### src/rtl/fifo_rd_stream_buf.sv
// fifo_rd_stream_buf: BUF_DEPTH-entry synchronous skid buffer.
// Push writes at wr_ptr; pop advances rd_ptr. The pointers wrap
// naturally because BUF_DEPTH is a power of two. The head word is
// read combinationally so it is visible in the cycle after the push.
module fifo_rd_stream_buf #(
  parameter int DATA_WIDTH = 32,
  parameter int BUF_DEPTH  = 2,
  parameter int ADDR_WIDTH = $clog2(BUF_DEPTH),
  parameter int CNT_WIDTH  = ADDR_WIDTH + 1
) (
  input  logic                  i_clk,
  input  logic                  i_rst,
  input  logic                  i_push,
  input  logic [DATA_WIDTH-1:0] i_push_data,
  input  logic                  i_pop,
  output logic [DATA_WIDTH-1:0] o_head,
  output logic [CNT_WIDTH-1:0]  o_cnt
);

  logic [DATA_WIDTH-1:0] r_mem [BUF_DEPTH];
  logic [ADDR_WIDTH-1:0] r_wr_ptr;
  logic [ADDR_WIDTH-1:0] r_rd_ptr;
  logic [CNT_WIDTH-1:0]  r_cnt;

  // Write side: store the returned FIFO word and advance the write pointer.
  always_ff @(posedge i_clk) begin
    if (i_rst) begin
      r_mem    <= '{default: '0};
      r_wr_ptr <= '0;
    end else if (i_push) begin
      r_mem[r_wr_ptr] <= i_push_data;
      r_wr_ptr        <= r_wr_ptr + 1'b1;
    end
  end

  // Read side: advance the read pointer on each accepted stream word.
  always_ff @(posedge i_clk) begin
    if (i_rst) begin
      r_rd_ptr <= '0;
    end else if (i_pop) begin
      r_rd_ptr <= r_rd_ptr + 1'b1;
    end
  end

  // Occupancy: simultaneous push and pop leaves the count unchanged.
  always_ff @(posedge i_clk) begin
    if (i_rst) begin
      r_cnt <= '0;
    end else begin
      case ({i_push, i_pop})
        2'b10:   r_cnt <= r_cnt + 1'b1;
        2'b01:   r_cnt <= r_cnt - 1'b1;
        default: r_cnt <= r_cnt;
      endcase
    end
  end

  assign o_head = r_mem[r_rd_ptr];
  assign o_cnt  = r_cnt;

endmodule

### src/rtl/fifo_rd_stream.sv
// fifo_rd_stream: read-side adapter that turns a FIFO read port
// (rd_en / rd_data one cycle later / empty) into a valid/ready stream
// at one word per cycle, through a small skid buffer.
// Optional feature macro: FIFO_RD_STREAM_CNT_EN adds o_word_cnt, a
// 32-bit wrapping count of delivered words cleared by i_rst.
module fifo_rd_stream #(
  parameter int DATA_WIDTH = 32,
  parameter int BUF_DEPTH  = 2,
  parameter int ADDR_WIDTH = $clog2(BUF_DEPTH),
  parameter int CNT_WIDTH  = ADDR_WIDTH + 1
) (
  input  logic                  i_clk,
  input  logic                  i_rst,
  output logic                  o_fifo_rd_en,
  input  logic                  i_fifo_empty,
  input  logic [DATA_WIDTH-1:0] i_fifo_rd_data,
  output logic                  o_valid,
  input  logic                  i_ready,
  output logic [DATA_WIDTH-1:0] o_data,
  output logic [CNT_WIDTH-1:0]  o_level
`ifdef FIFO_RD_STREAM_CNT_EN
  ,
  output logic [31:0]           o_word_cnt
`endif
);

  localparam logic [CNT_WIDTH:0] DEPTH_L = (CNT_WIDTH + 1)'(BUF_DEPTH);

  logic                 r_inflight;
  logic                 w_pop;
  logic [CNT_WIDTH-1:0] w_cnt;
  logic [CNT_WIDTH:0]   w_need;

  fifo_rd_stream_buf #(
    .DATA_WIDTH (DATA_WIDTH),
    .BUF_DEPTH  (BUF_DEPTH),
    .ADDR_WIDTH (ADDR_WIDTH),
    .CNT_WIDTH  (CNT_WIDTH)
  ) u_buf (
    .i_clk       (i_clk),
    .i_rst       (i_rst),
    .i_push      (r_inflight),
    .i_push_data (i_fifo_rd_data),
    .i_pop       (w_pop),
    .o_head      (o_data),
    .o_cnt       (w_cnt)
  );

  assign o_valid = (w_cnt != '0);
  assign o_level = w_cnt;
  assign w_pop   = o_valid && i_ready;

  // Issue rule: reserve a buffer slot for every in-flight word, crediting
  // the pop happening this cycle so a full buffer refills back-to-back.
  always_comb begin
    w_need = {1'b0, w_cnt}
           + {{CNT_WIDTH{1'b0}}, r_inflight}
           - {{CNT_WIDTH{1'b0}}, w_pop};
    o_fifo_rd_en = !i_rst && !i_fifo_empty && (w_need < DEPTH_L);
  end

  // A read accepted this cycle returns data next cycle; remember that.
  always_ff @(posedge i_clk) begin
    if (i_rst) begin
      r_inflight <= 1'b0;
    end else begin
      r_inflight <= o_fifo_rd_en;
    end
  end

`ifdef FIFO_RD_STREAM_CNT_EN
  logic [31:0] r_word_cnt;

  // Delivered-word counter, wraps at 2^32.
  always_ff @(posedge i_clk) begin
    if (i_rst) begin
      r_word_cnt <= '0;
    end else if (w_pop) begin
      r_word_cnt <= r_word_cnt + 32'd1;
    end
  end

  assign o_word_cnt = r_word_cnt;
`endif

endmodule

### config.mk
export PLATFORM = sky130hd
export DESIGN_NAME = fifo_rd_stream
export DESIGN_NICKNAME = d
export VERILOG_FILES = /design/src/rtl/fifo_rd_stream_buf.sv /design/src/rtl/fifo_rd_stream.sv
export SDC_FILE = /design/constraint.sdc
export NUM_CORES = 1
export LEC_CHECK = 0
export BUFFER_PORTS_ARGS = -buffer_cell sky130_fd_sc_hd__buf_2
export CAP_MARGIN = 20
export CORE_MARGIN = 2
export CORE_UTILIZATION = 30
export CTS_BUF_LIST = sky130_fd_sc_hd__clkbuf_4 sky130_fd_sc_hd__clkbuf_8
export DETAILED_ROUTE_END_ITERATION = 8
export GPL_TIMING_DRIVEN = 0
export PLACE_DENSITY = 0.5
export SYNTH_ARGS = -nofsm -noshare
export SYNTH_HDL_FRONTEND = slang
export SYNTH_SLANG_ARGS = --single-unit
### constraint.sdc
create_clock -name i_clk -period 2 [get_ports i_clk]
set_input_delay 0.3 -clock i_clk [delete_from_list [all_inputs] [get_ports i_clk]]
set_output_delay 0.3 -clock i_clk [all_outputs]
set_load 0.03 [all_outputs]
* After elaboration in Yosys (flattened, before gate mapping) *
Index checks and enable logic that the tools add are counted.

word-level totals
  flip-flop bits (word level) = 69
  bits in latches = 0
  memory bits (writable) = 0
  ROM bits = 0
  bits of input ports = 36
  output and inout bits = 36
  word-level logic and storage cells = 35
  memories = 0

operators by class
  add/subtract/negate cells = 6
  multipliers = 0
  divide/modulo/power cells = 0
  order comparisons = 4
  eq/ne operators = 2
  shifts and indexed selects = 0
  mux-type cells = 7
  bitwise operators = 2
  reductions and logical operators = 8

operators with widths
  kind                                                         count
  two-way mux 32 bit                                           4
  bitwise mux 64 bit                                           1
  demux 32 bit (select 1 bit)                                  1
  greater-or-equal comparator 2 bit (second input constant)    2
  logical AND 1 bit                                            4
  inverter 1 -> 2 bit                                          2
  case mux 2 bit (2 select lines)                              1
  nonzero test 2 bit                                           2
  adder 2 x 1 -> 3 bit                                         1
  less-than comparator 3 x 2 -> 1 bit (second input constant)  1
  subtractor 3 x 1 -> 3 bit                                    1
  adder 1 bit (second input constant)                          2
  adder 2 x 1 -> 2 bit (second input constant)                 1
  == test 2 x 1 -> 1 bit (second input constant)               1
  == test 2 bit (second input constant)                        1
  zero test 1 bit                                              2
  less-than comparator 2 x 1 -> 1 bit (second input constant)  1
  subtractor 2 x 1 -> 2 bit (second input constant)            1

* Depth between registers and ports, before layout *
Gate-level depths: netlist of the first run.

  depth after elaboration = 6
  mapped depth = 5

* By module *
From an unflattened synthesis of the first run, not the netlist that was laid out.

second synthesis, totals
  cells, all modules = 345
  area, all modules = 2,926.6 sq um

modules (own cells, without submodules)
  module              times used  cells an instance  area each (sq um)  sequential area each (sq um)
  fifo_rd_stream_buf  1           335                2,825.2            1,361.3
  fifo_rd_stream      1           10                 101.3              20.0

* Worst setup path before layout of the first run *
No wires, ideal clock.

  path kind = register to output
  from = register u_buf.r_cnt[1], in the netlist u_buf.o_cnt[1]
  to = output o_fifo_rd_en
  arrival = 2.625 ns
  data required time = 1.700 ns
  setup slack = -0.925 ns
  stages on the path, launching flop included = 6
  path buffers = 0
  cells stage by stage = dfxtp_1 > and3b_4 > o21ai_0 > fa_1 > xor2_1 > nor4b_1

between the ends
  longest elaborated chain between the ends = 5

ends and longest elaborated chain
  item                                                                          RTL line                  source
  from (decl)                                                                   fifo_rd_stream_buf.sv:23  logic [CNT_WIDTH-1:0] r_cnt;
  from (signal assigned)                                                        fifo_rd_stream_buf.sv:51  2'b10: r_cnt <= r_cnt + 1'b1;
  from (signal assigned)                                                        fifo_rd_stream_buf.sv:52  2'b01: r_cnt <= r_cnt - 1'b1;
  from (signal assigned)                                                        fifo_rd_stream_buf.sv:53  default: r_cnt <= r_cnt;
  parallel branches: the longest is 2 deep, another holds adder 2 x 1 -> 3 bit  --
  subtractor 3 x 1 -> 3 bit *                                                   fifo_rd_stream.sv:58      - {{CNT_WIDTH{1'b0}}, w_pop};
  less-than comparator 3 x 2 -> 1 bit *                                         fifo_rd_stream.sv:59      o_fifo_rd_en = !i_rst && !i_fifo_empty && (w_need < DEPTH_L);
  logical AND 1 bit *                                                           fifo_rd_stream.sv:59
  to (decl)                                                                     fifo_rd_stream.sv:14      output logic o_fifo_rd_en,

Mark *: on every way between the ends.

* Worst setup path after layout of the first run *
  from = register u_buf.r_cnt[0], in the netlist u_buf.o_cnt[0]
  to = output o_fifo_rd_en

Same word-level chain as after synthesis.

==> reports/results.txt, run 1 <==
The run gives 0.742 as the routability congestion estimate from global placement. The clock power share was 0.353. The clock reaches the later pin of the worst-skew pair after 0.34 ns.

The clock input transition at the sequential cells of the worst setup and hold paths is 0.07 ns, and the data arrival time of the worst path is 1.98 ns. The die covers 10,400 sq um. The total overflow reported by the global router came out at 0. Counting every sink on the clock net gives 69. The run gives 0.506 as the sequential share of power. The run gives 7580 microns as the total wire length after detailed routing. The total power per unit cell area is 787 nW/um^2, and the first-pass GRT wire length is 11,900 microns.

Yosys printed 0 warnings. The synthesized area divided by synthesized cell count was 8.36 sq um. The switching power share of the total was 0.269; the share of layout cells above drive strength 1 was 0.336. STA classifies the critical path endpoint as an output port.

Relative to the synthesized area, the layout overhead comes to 26.3%. The met1 usage is 0.198. The die outline width was 102 microns; the portion of the post-synthesis area used by sequential elements was 0.480. The run gives 0.00586 ns as the worst-case clock skew. The logs give 2,535 for the total number of vias and 0 for the hold violation count in the final report. The instance count of the mapped netlist is 344. The global-route usage over all layers is 0.151. The most numerous cell in the Yosys netlist is sky130_fd_sc_hd__nand2_1. The leakage power was 1.50 nW; the pin count of the biggest net entering global routing was 11. The die is 102 microns tall. The fraction of registers with async set or reset after synthesis is 0. The tools report the count of final setup violators as 1. The HPWL after detailed placement is 5250 microns. The pre-antenna-repair detailed-routing pass consisted of 4 iterations. Power comes to 2.86 mW.

Setup repair after global routing could not meet its margin everywhere. The synthesized design contains 0 enable-type register cells. The count of nets left with antenna violations once routing finished came out at 0.

The final worst slack came out at -0.279 ns. The achievable clock frequency is 439 MHz, and the minimum clock period is 2.28 ns. Across the run, the number of max-cap violations was 0. Number of vias per cell: 4.52. For this run, the slowest stage of the critical path takes 0.36 ns. Yosys mapped the design onto 22 distinct sky130hd cell types. TritonCTS built the clock tree. Broken down by cell family, the worst path's largest delay share belongs to simple AND/OR/NAND/NOR gates. The analysis attributes to net switching a power of 769 uW. The via count of the first global-routing pass was 2,379.

The critical path goes through and3b_4 > o21ai_2 > fa_2 > xor2_2 > nor4b_4 > buf_6. The longest clock path from root to sink contains 2 buffers. The combined buffer and inverter count along the critical path is 1. The first-iteration detailed-routing DRC count was 64.

At the worst endpoint, the required time is 1.70 ns. In the routed design, unresolved DRC markers number 0. Site row count: 35. After synthesis, the most frequently instantiated cells are sky130_fd_sc_hd__nand2_1, sky130_fd_sc_hd__dfxtp_1, sky130_fd_sc_hd__a21oi_1. The run gives 0 as the max-slew violation count. In this run, placement finished with an instance count of 543. For the combinational fraction of design power, the log shows 0.140.

The maximum level of the CTS H-tree came out at 3. The category of the most critical setup path is reg -> out. VDD sags by at most 0.288 mV. The tools report the number of top-level design ports as 72. Counting the buffers created by CTS gives 9. In this run, synthesis produced a sequential element count of 69. The initial antenna violation count is 0. After synthesis, the cell types taking the most area are sky130_fd_sc_hd__dfxtp_1, sky130_fd_sc_hd__nand2_1, sky130_fd_sc_hd__mux2_2, sky130_fd_sc_hd__a21oi_1, sky130_fd_sc_hd__buf_6.

STA classifies the critical path startpoint as a flop. For the pin with the worst max-slew slack, the measured transition is 0.558 ns. The net count of the finished layout is 465. The repair_antennas step left the layout with diodes totalling 0.

The flow ran to the end, but the final reports show violations. The starting density of the core was 0.310. The checks that failed: negative setup slack. The buffer type at the clock tree root was sky130_fd_sc_hd__clkbuf_8. Dividing the detail-routed wire length by the instance count gives 13.5 microns.

The total area inside the core boundary comes to 9280 sq um. Synthesis produced a netlist with a net count of 381. The number of standard cells in the final layout excluding fillers was 561.

For the met3 usage in global routing, the log shows 0.0390. The portion of synthesized cell area occupied by the leading cell type was 0.480. The highest fanout seen on the critical path works out to 3.

The path class of the tightest hold or removal check is in -> reg. The fraction of the cycle the final worst path needs was 1.14. The leading register cell type out of synthesis is sky130_fd_sc_hd__dfxtp_1. The number of buffer cells added on primary ports works out to 70. The global routing stage identified its most utilized layer as met2.

The slowest stage of the critical path is the sky130_fd_sc_hd__fa_2 cell. The headroom to the max-slew limit was 0.628. The tools report the met2 demand-to-capacity share in global routing as 0.229.

Internal power comes to 2.09 mW. In this run the cell area of the synthesized design comes to 2880 sq um. The most area-hungry cell type in the Yosys netlist was sky130_fd_sc_hd__dfxtp_1.
path summary, 6_finish.rpt:
path                                      from              to  slack [ns]  cells past startpoint
worst min-delay path              i_fifo_empty      r_inflight        0.17                      2
worst max register to register  u_buf.o_cnt[0]      r_inflight        0.43                      5
worst max-delay path            u_buf.o_cnt[0]    o_fifo_rd_en       -0.28                      6
worst min register to register  u_buf.r_mem[5]  u_buf.r_mem[5]        0.45                      2
what timing repair did:
item,in CTS,in global routing
endpoints found under the setup margin,5,20
resized for setup,2,3
setup buffers,1,2
hold buffers,0,0
cloned,0,0
pin swaps,2,0
metrics by stage:
step                      setup slack (ns)  setup TNS [ns]  cell area, sq um  hold WS (ns)   util
after CTS                           -0.321          -0.321              3610         0.151  0.389
after global routing                -0.358          -0.358              3630         0.166  0.391
after floorplan                    -0.0697         -0.0697              2920         0.379      -
final                               -0.279          -0.279              3630         0.167  0.391
after global placement             -0.0363         -0.0363              3430         0.438  0.369
after detailed placement           -0.0398         -0.0398              3430         0.447  0.369
final cells by class:
| cell class | count | area, sq um |
|---|---|---|
| buffer | 27 | 169 |
| clock buffer | 13 | 160 |
| clock inverter | 2 | 10.0 |
| fill | 1010 | 5650 |
| multi-input combinational | 248 | 1370 |
| sequential | 69 | 1390 |
| tap | 129 | 161 |
| timing repair buffer | 73 | 379 |
power by group through the flow:
stage                     Sequential [mW]  Combinational, mW  Clock [mW]
after floorplan                      1.48              0.263           0
after CTS                            1.45              0.404        1.05
after global placement               1.48              0.397           0
final                                1.45              0.401        1.01
after detailed placement             1.48              0.399           0
after global routing                 1.45              0.438        1.10
sequential cells by signal, summed over array words and instances, names as in the netlist:
signal	flops
u_buf.r_mem	64
u_buf.o_cnt	2
u_buf.r_wr_ptr	1
u_buf.r_rd_ptr	1
r_inflight	1
routing by layer:
layer,vias up,wire [microns],share of wire
li1,1296,-,-
met1,1169,3690,0.49
met2,60,3360,0.44
met3,10,420,0.055
met4,0,115,0.015
met5,-,0,0
kinds of logic after synthesis:
family	count (synthesis)	share of synthesized area
XOR/XNOR	2	0.00609
multiplexers	33	0.129
AND/OR/NAND/NOR	144	0.204
flip-flops	69	0.480
adder cells (fa/ha/maj)	1	0.00696
buffers and inverters	27	0.0561
AO/OA/AOI/OAI	68	0.118
placed cells by master (no fill, tap or decap), drive strengths merged:
cell    instances
nand2         130
buf            87
dfxtp          69
a21oi          66
mux2           32
clkbuf         26
nand2b          3
clkinv          2
and3b           2
nor2b           2
o21ai           2
xor2            2
nor4b           2
or2             1
or3             1
and2            1
mux2i           1
nor3            1
nor2            1
fa              1
Power figures use the tool's default switching activity.
==> run 2: changes to the inputs <==
ABC_AREA = 1   (was unset)
==> run 2 against run 1 <==
Effect of this change:
- routed wire length rose by 6.8%
- critical path depth rose by 3
- setup slack improved by 0.047 ns
- count of clock-buffer cells in the layout fell by 2
- the flow still finishes with violations (negative setup slack)
- final cell count rose by 10%
- via count rose by 8.4%
- maximum frequency rose by 2.1%
- sequential share of layout area fell by 1.4 points
- die area barely moved
- global-route usage rose by 1.3 points
- highest routed layer unchanged
- synthesized cell count rose by 14%
==> reports/results.txt, run 2 <==
The required time at the worst-slack endpoint was 1.70 ns (about the same); the headroom to the max-slew limit was 0.636 (+0.00796). The buffer type at the clock tree root is sky130_fd_sc_hd__clkbuf_8. The worst-case clock skew is 0.00657 ns (+0.000713 ns). Setup repair after global routing could not meet its margin everywhere. Adder and majority gate portion of the synthesized area: 0.00696 (about the same).

The final net count came out at 520 (+12%). The post-detailed-placement half-perimeter wirelength was 5490 microns (+4.6%). The number of top-level design ports was 72 (unchanged).

For the die area, the log shows 10,400 sq um (about the same). The tightest min-delay check is of the in -> reg type. In this run the most critical hold path is launched from i_rst.

The via count of the first global-routing pass is 2,668 (+12%), and the worst-margin pin slew is 0.546 ns (-0.0119 ns). The total overflow reported by the global router came out at 0 (unchanged). In the post-synthesis netlist, the biggest area contributors are sky130_fd_sc_hd__dfxtp_1, sky130_fd_sc_hd__o21ai_0, sky130_fd_sc_hd__nor2_1, sky130_fd_sc_hd__a21oi_1, sky130_fd_sc_hd__nand2_1. The tools report the total cell area at the placement stage as 3400 sq um (-0.66%). Max-slew violation count: 0 (unchanged).

STA classifies the critical path endpoint as an output port. The highest fanout seen on the critical path is 2 (-1), and the data arrival time of the worst path is 1.93 ns (-0.05 ns). TritonCTS built the clock tree.

The worst hold slack is 0.195 ns (+0.0279 ns). The initial antenna violation count was 0 (unchanged). Leading register cell type out of synthesis: sky130_fd_sc_hd__dfxtp_1. The share of synthesized area spent on multiplexers works out to 0 (-0.129). The largest total area in the synthesized netlist belongs to sky130_fd_sc_hd__dfxtp_1. The total negative setup slack was -0.232 ns (+0.0470 ns); the instance count of the mapped netlist was 393 (+14%). The global-route usage over all layers came out at 0.164 (+0.0132).

Number of buffer cells added on primary ports: 71 (+1.4%). The pin count of the biggest net entering global routing is 13 (+2). The total power per unit cell area came out at 950 nW/um^2 (+21%). The portion of synthesized cell area occupied by the leading cell type works out to 0.480 (about the same). The fraction of registers with async set or reset after synthesis was 0 (unchanged); the first-iteration detailed-routing DRC count was 77 (+20%). The logs give 35 (unchanged) for the site row count and 9280 sq um (unchanged) for the area of the placeable core. The critical path is of the reg -> out type. The most common cell after layout, fill and taps aside is sky130_fd_sc_hd__buf_2.

The run gives 0 (unchanged) as the post-detailed-route count of antenna-violating nets. The synthesized area divided by synthesized cell count came out at 7.32 sq um (-13%). From synthesis to final layout, the design area changed by 31.1%. The portion of the post-synthesis area used by sequential elements is 0.480 (about the same).

The leakage power is 1.59 nW (+6.3%), and the pre-CTS setup slack is -0.0884 ns (-0.0486 ns). The die span in y came out at 102 microns (about the same). The distinct cell type count after synthesis came out at 21 (-4.5%). After synthesis, the largest family of logic cells by area is compound AO/OA/AOI/OAI gates. The logs give 0 (unchanged) for the quantity of hold-fixing buffers added after cts and 0 (unchanged) for the hold violation count in the final report.

The logs give 0.310 (about the same) for the starting density of the core and 0 (unchanged) for the number of maximum-capacitance constraint violations. The routability congestion estimate from global placement was 0.763 (+2.9%). For the peak supply drop, the log shows 0.439 mV (+52%). The tools report the worst reg2reg path startpoint as u_buf.o_cnt[1]. The run gives 0 (unchanged) as the antenna diode count.

The checks that failed: negative setup slack. First-pass detailed-route iteration total: 4 (unchanged). The tools report the finished layout cell area as 3770 sq um (+3.7%).

Number of flip-flops and latches in the synthesized netlist: 69 (unchanged). The number of remaining DRC errors is 0 (unchanged), and the number of placed instances with taps included is 593 (+9.2%). The clock input transition at the sequential cells of the worst setup and hold paths was 0.07 ns (about the same). Synthesized-area fraction occupied by xor and xnor cells: 0.00305 (-0.00304). In the layout the commonest cells are sky130_fd_sc_hd__buf_2, sky130_fd_sc_hd__nor2_1, sky130_fd_sc_hd__o21ai_0, sky130_fd_sc_hd__dfxtp_1, sky130_fd_sc_hd__nand2_1. The logs give 617 (+10%) for the number of standard cells in the final layout excluding fillers and 3.58 mW (+25%) for the power consumption.

The total number of vias is 2,748 (+8.4%). Ranked by instance count, the synthesized netlist is headed by sky130_fd_sc_hd__nor2_1, sky130_fd_sc_hd__dfxtp_1, sky130_fd_sc_hd__o21ai_0. The area fraction in and, or, nand and nor cells after synthesis works out to 0.171 (-0.0325). The maximum level of the CTS H-tree is 3 (unchanged), and the area fraction in compound gates after synthesis is 0.225 (+0.106).

The first-pass GRT wire length is 13,100 microns (+10%), and the deepest clock path buffer count is 2 (unchanged). Register ranked first by flip-flop count: u_buf.r_mem. For the number of buffers inserted during clock tree synthesis, the log shows 9 (unchanged).

The start point of the critical path is u_buf.o_cnt[1]. The most numerous cell in the Yosys netlist was sky130_fd_sc_hd__nor2_1. The layout filler cell count is 1,022 (+1.2%), and the fraction of the cycle the final worst path needs is 1.12 (-0.0235). The minimum clock period is 2.23 ns (-0.0470 ns). The flow ran to the end, but the final reports show violations. The logs give -0.232 ns (+0.0470 ns) for the final worst slack and 0 (unchanged) for the total of warnings raised by yosys.

The die outline width was 102 microns (about the same); the count of clock tree sinks was 69 (unchanged). The tools report the total wire length after detailed routing as 8100 microns (+6.8%). For the net count after synthesis, the log shows 430 (+13%). For the register-to-register path setup slack, the log shows 0.37 ns (-0.06 ns). The logs give 0.406 (+0.0146) for the final core utilization and 1 (unchanged) for the count of final setup violators.

The share of layout cells above drive strength 1 was 0.273 (-0.0631). The number of vias per cell works out to 4.45 (-1.4%). The number of flip-flops under the largest register name came out at 64 (unchanged). The number of synthesized flops with an enable pin was 0 (unchanged); the post-synthesis instance area was 2880 sq um (about the same).

The clock network latency to the later pin of the worst-skew pair is 0.34 ns (about the same). STA classifies the critical path startpoint as a flop. The tools report the achievable clock frequency as 448 MHz (+2.1%).

The average wire per standard cell was 13.1 microns (-2.9%).
==> run 2: cell types whose count changed after synthesis, moves of 7 or more <==
cell | previous run | this run
sky130_fd_sc_hd__o21ai_0 | 2 | 67
sky130_fd_sc_hd__o21ai_1 | 0 | 29
sky130_fd_sc_hd__mux2_2 | 32 | 0
sky130_fd_sc_hd__inv_1 | 0 | 38
sky130_fd_sc_hd__clkbuf_1 | 11 | 4
sky130_fd_sc_hd__a21oi_1 | 66 | 33
sky130_fd_sc_hd__nor2_1 | 1 | 76
sky130_fd_sc_hd__nand2_1 | 130 | 43
==> run 2: logic make-up (layout without fill, tap and decap cells) <==
family                   Yosys count  after routing
AO/OA/AOI/OAI                    129            129
AND/OR/NAND/NOR                  125            125
flip-flops                        69             69
buffers and inverters             68            163
adder cells (fa/ha/maj)            1              1
XOR/XNOR                           1              1
==> run 2: cell type report <==
cell class / instances / area, sq um / share of cell area
clock inverters: 5 / 82.6 / 0.0219
plain buffers: 27 / 186 / 0.0495
multi-input cells: 256 / 1210 / 0.321
well taps: 129 / 161 / 0.0428
inverters: 41 / 156 / 0.0415
repair buffers: 79 / 433 / 0.115
flip-flops and latches: 69 / 1390 / 0.369
clock buffers: 11 / 151 / 0.0402
==> run 2: per-layer routing <==
| layer | global-route usage | part of all wire |
|---|---|---|
| met1 | 0.215 | 0.48 |
| met2 | 0.264 | 0.46 |
| met3 | 0.0315 | 0.044 |
| met4 | 0.0697 | 0.018 |
| met5 | 0 | 0 |
==> run 2: critical path, cell delays in order, from the launching register on <==
cell and delay [ns]:
sky130_fd_sc_hd__dfxtp_4 0.36, sky130_fd_sc_hd__nor2_4 0.13, sky130_fd_sc_hd__nor2_4 0.05, sky130_fd_sc_hd__buf_6 0.11
sky130_fd_sc_hd__nand2_2 0.05, sky130_fd_sc_hd__inv_2 0.04, sky130_fd_sc_hd__fa_2 0.56, sky130_fd_sc_hd__nand2_4 0.06
sky130_fd_sc_hd__nor2_4 0.10, sky130_fd_sc_hd__buf_6 0.13
==> run 2: final timing paths <==
| path | to | depth (start not counted) |
|---|---|---|
| min | u_buf.r_wr_ptr | 2 |
| max reg2reg | r_inflight | 9 |
| min reg2reg | u_buf.r_mem[53] | 2 |
| max | o_fifo_rd_en | 9 |
==> run 2: where the power goes <==
group	switching, mW	internal [mW]
clock network	0.540	0.770
logic	0.498	0.256
registers	0.0374	1.48
==> run 2: timing repair <==
item,in CTS,in global routing
resized for setup,12,12
endpoints found under the setup margin,1,8
buffers inserted,6,2
endpoints found under the hold margin,0,0
pin swaps,5,5
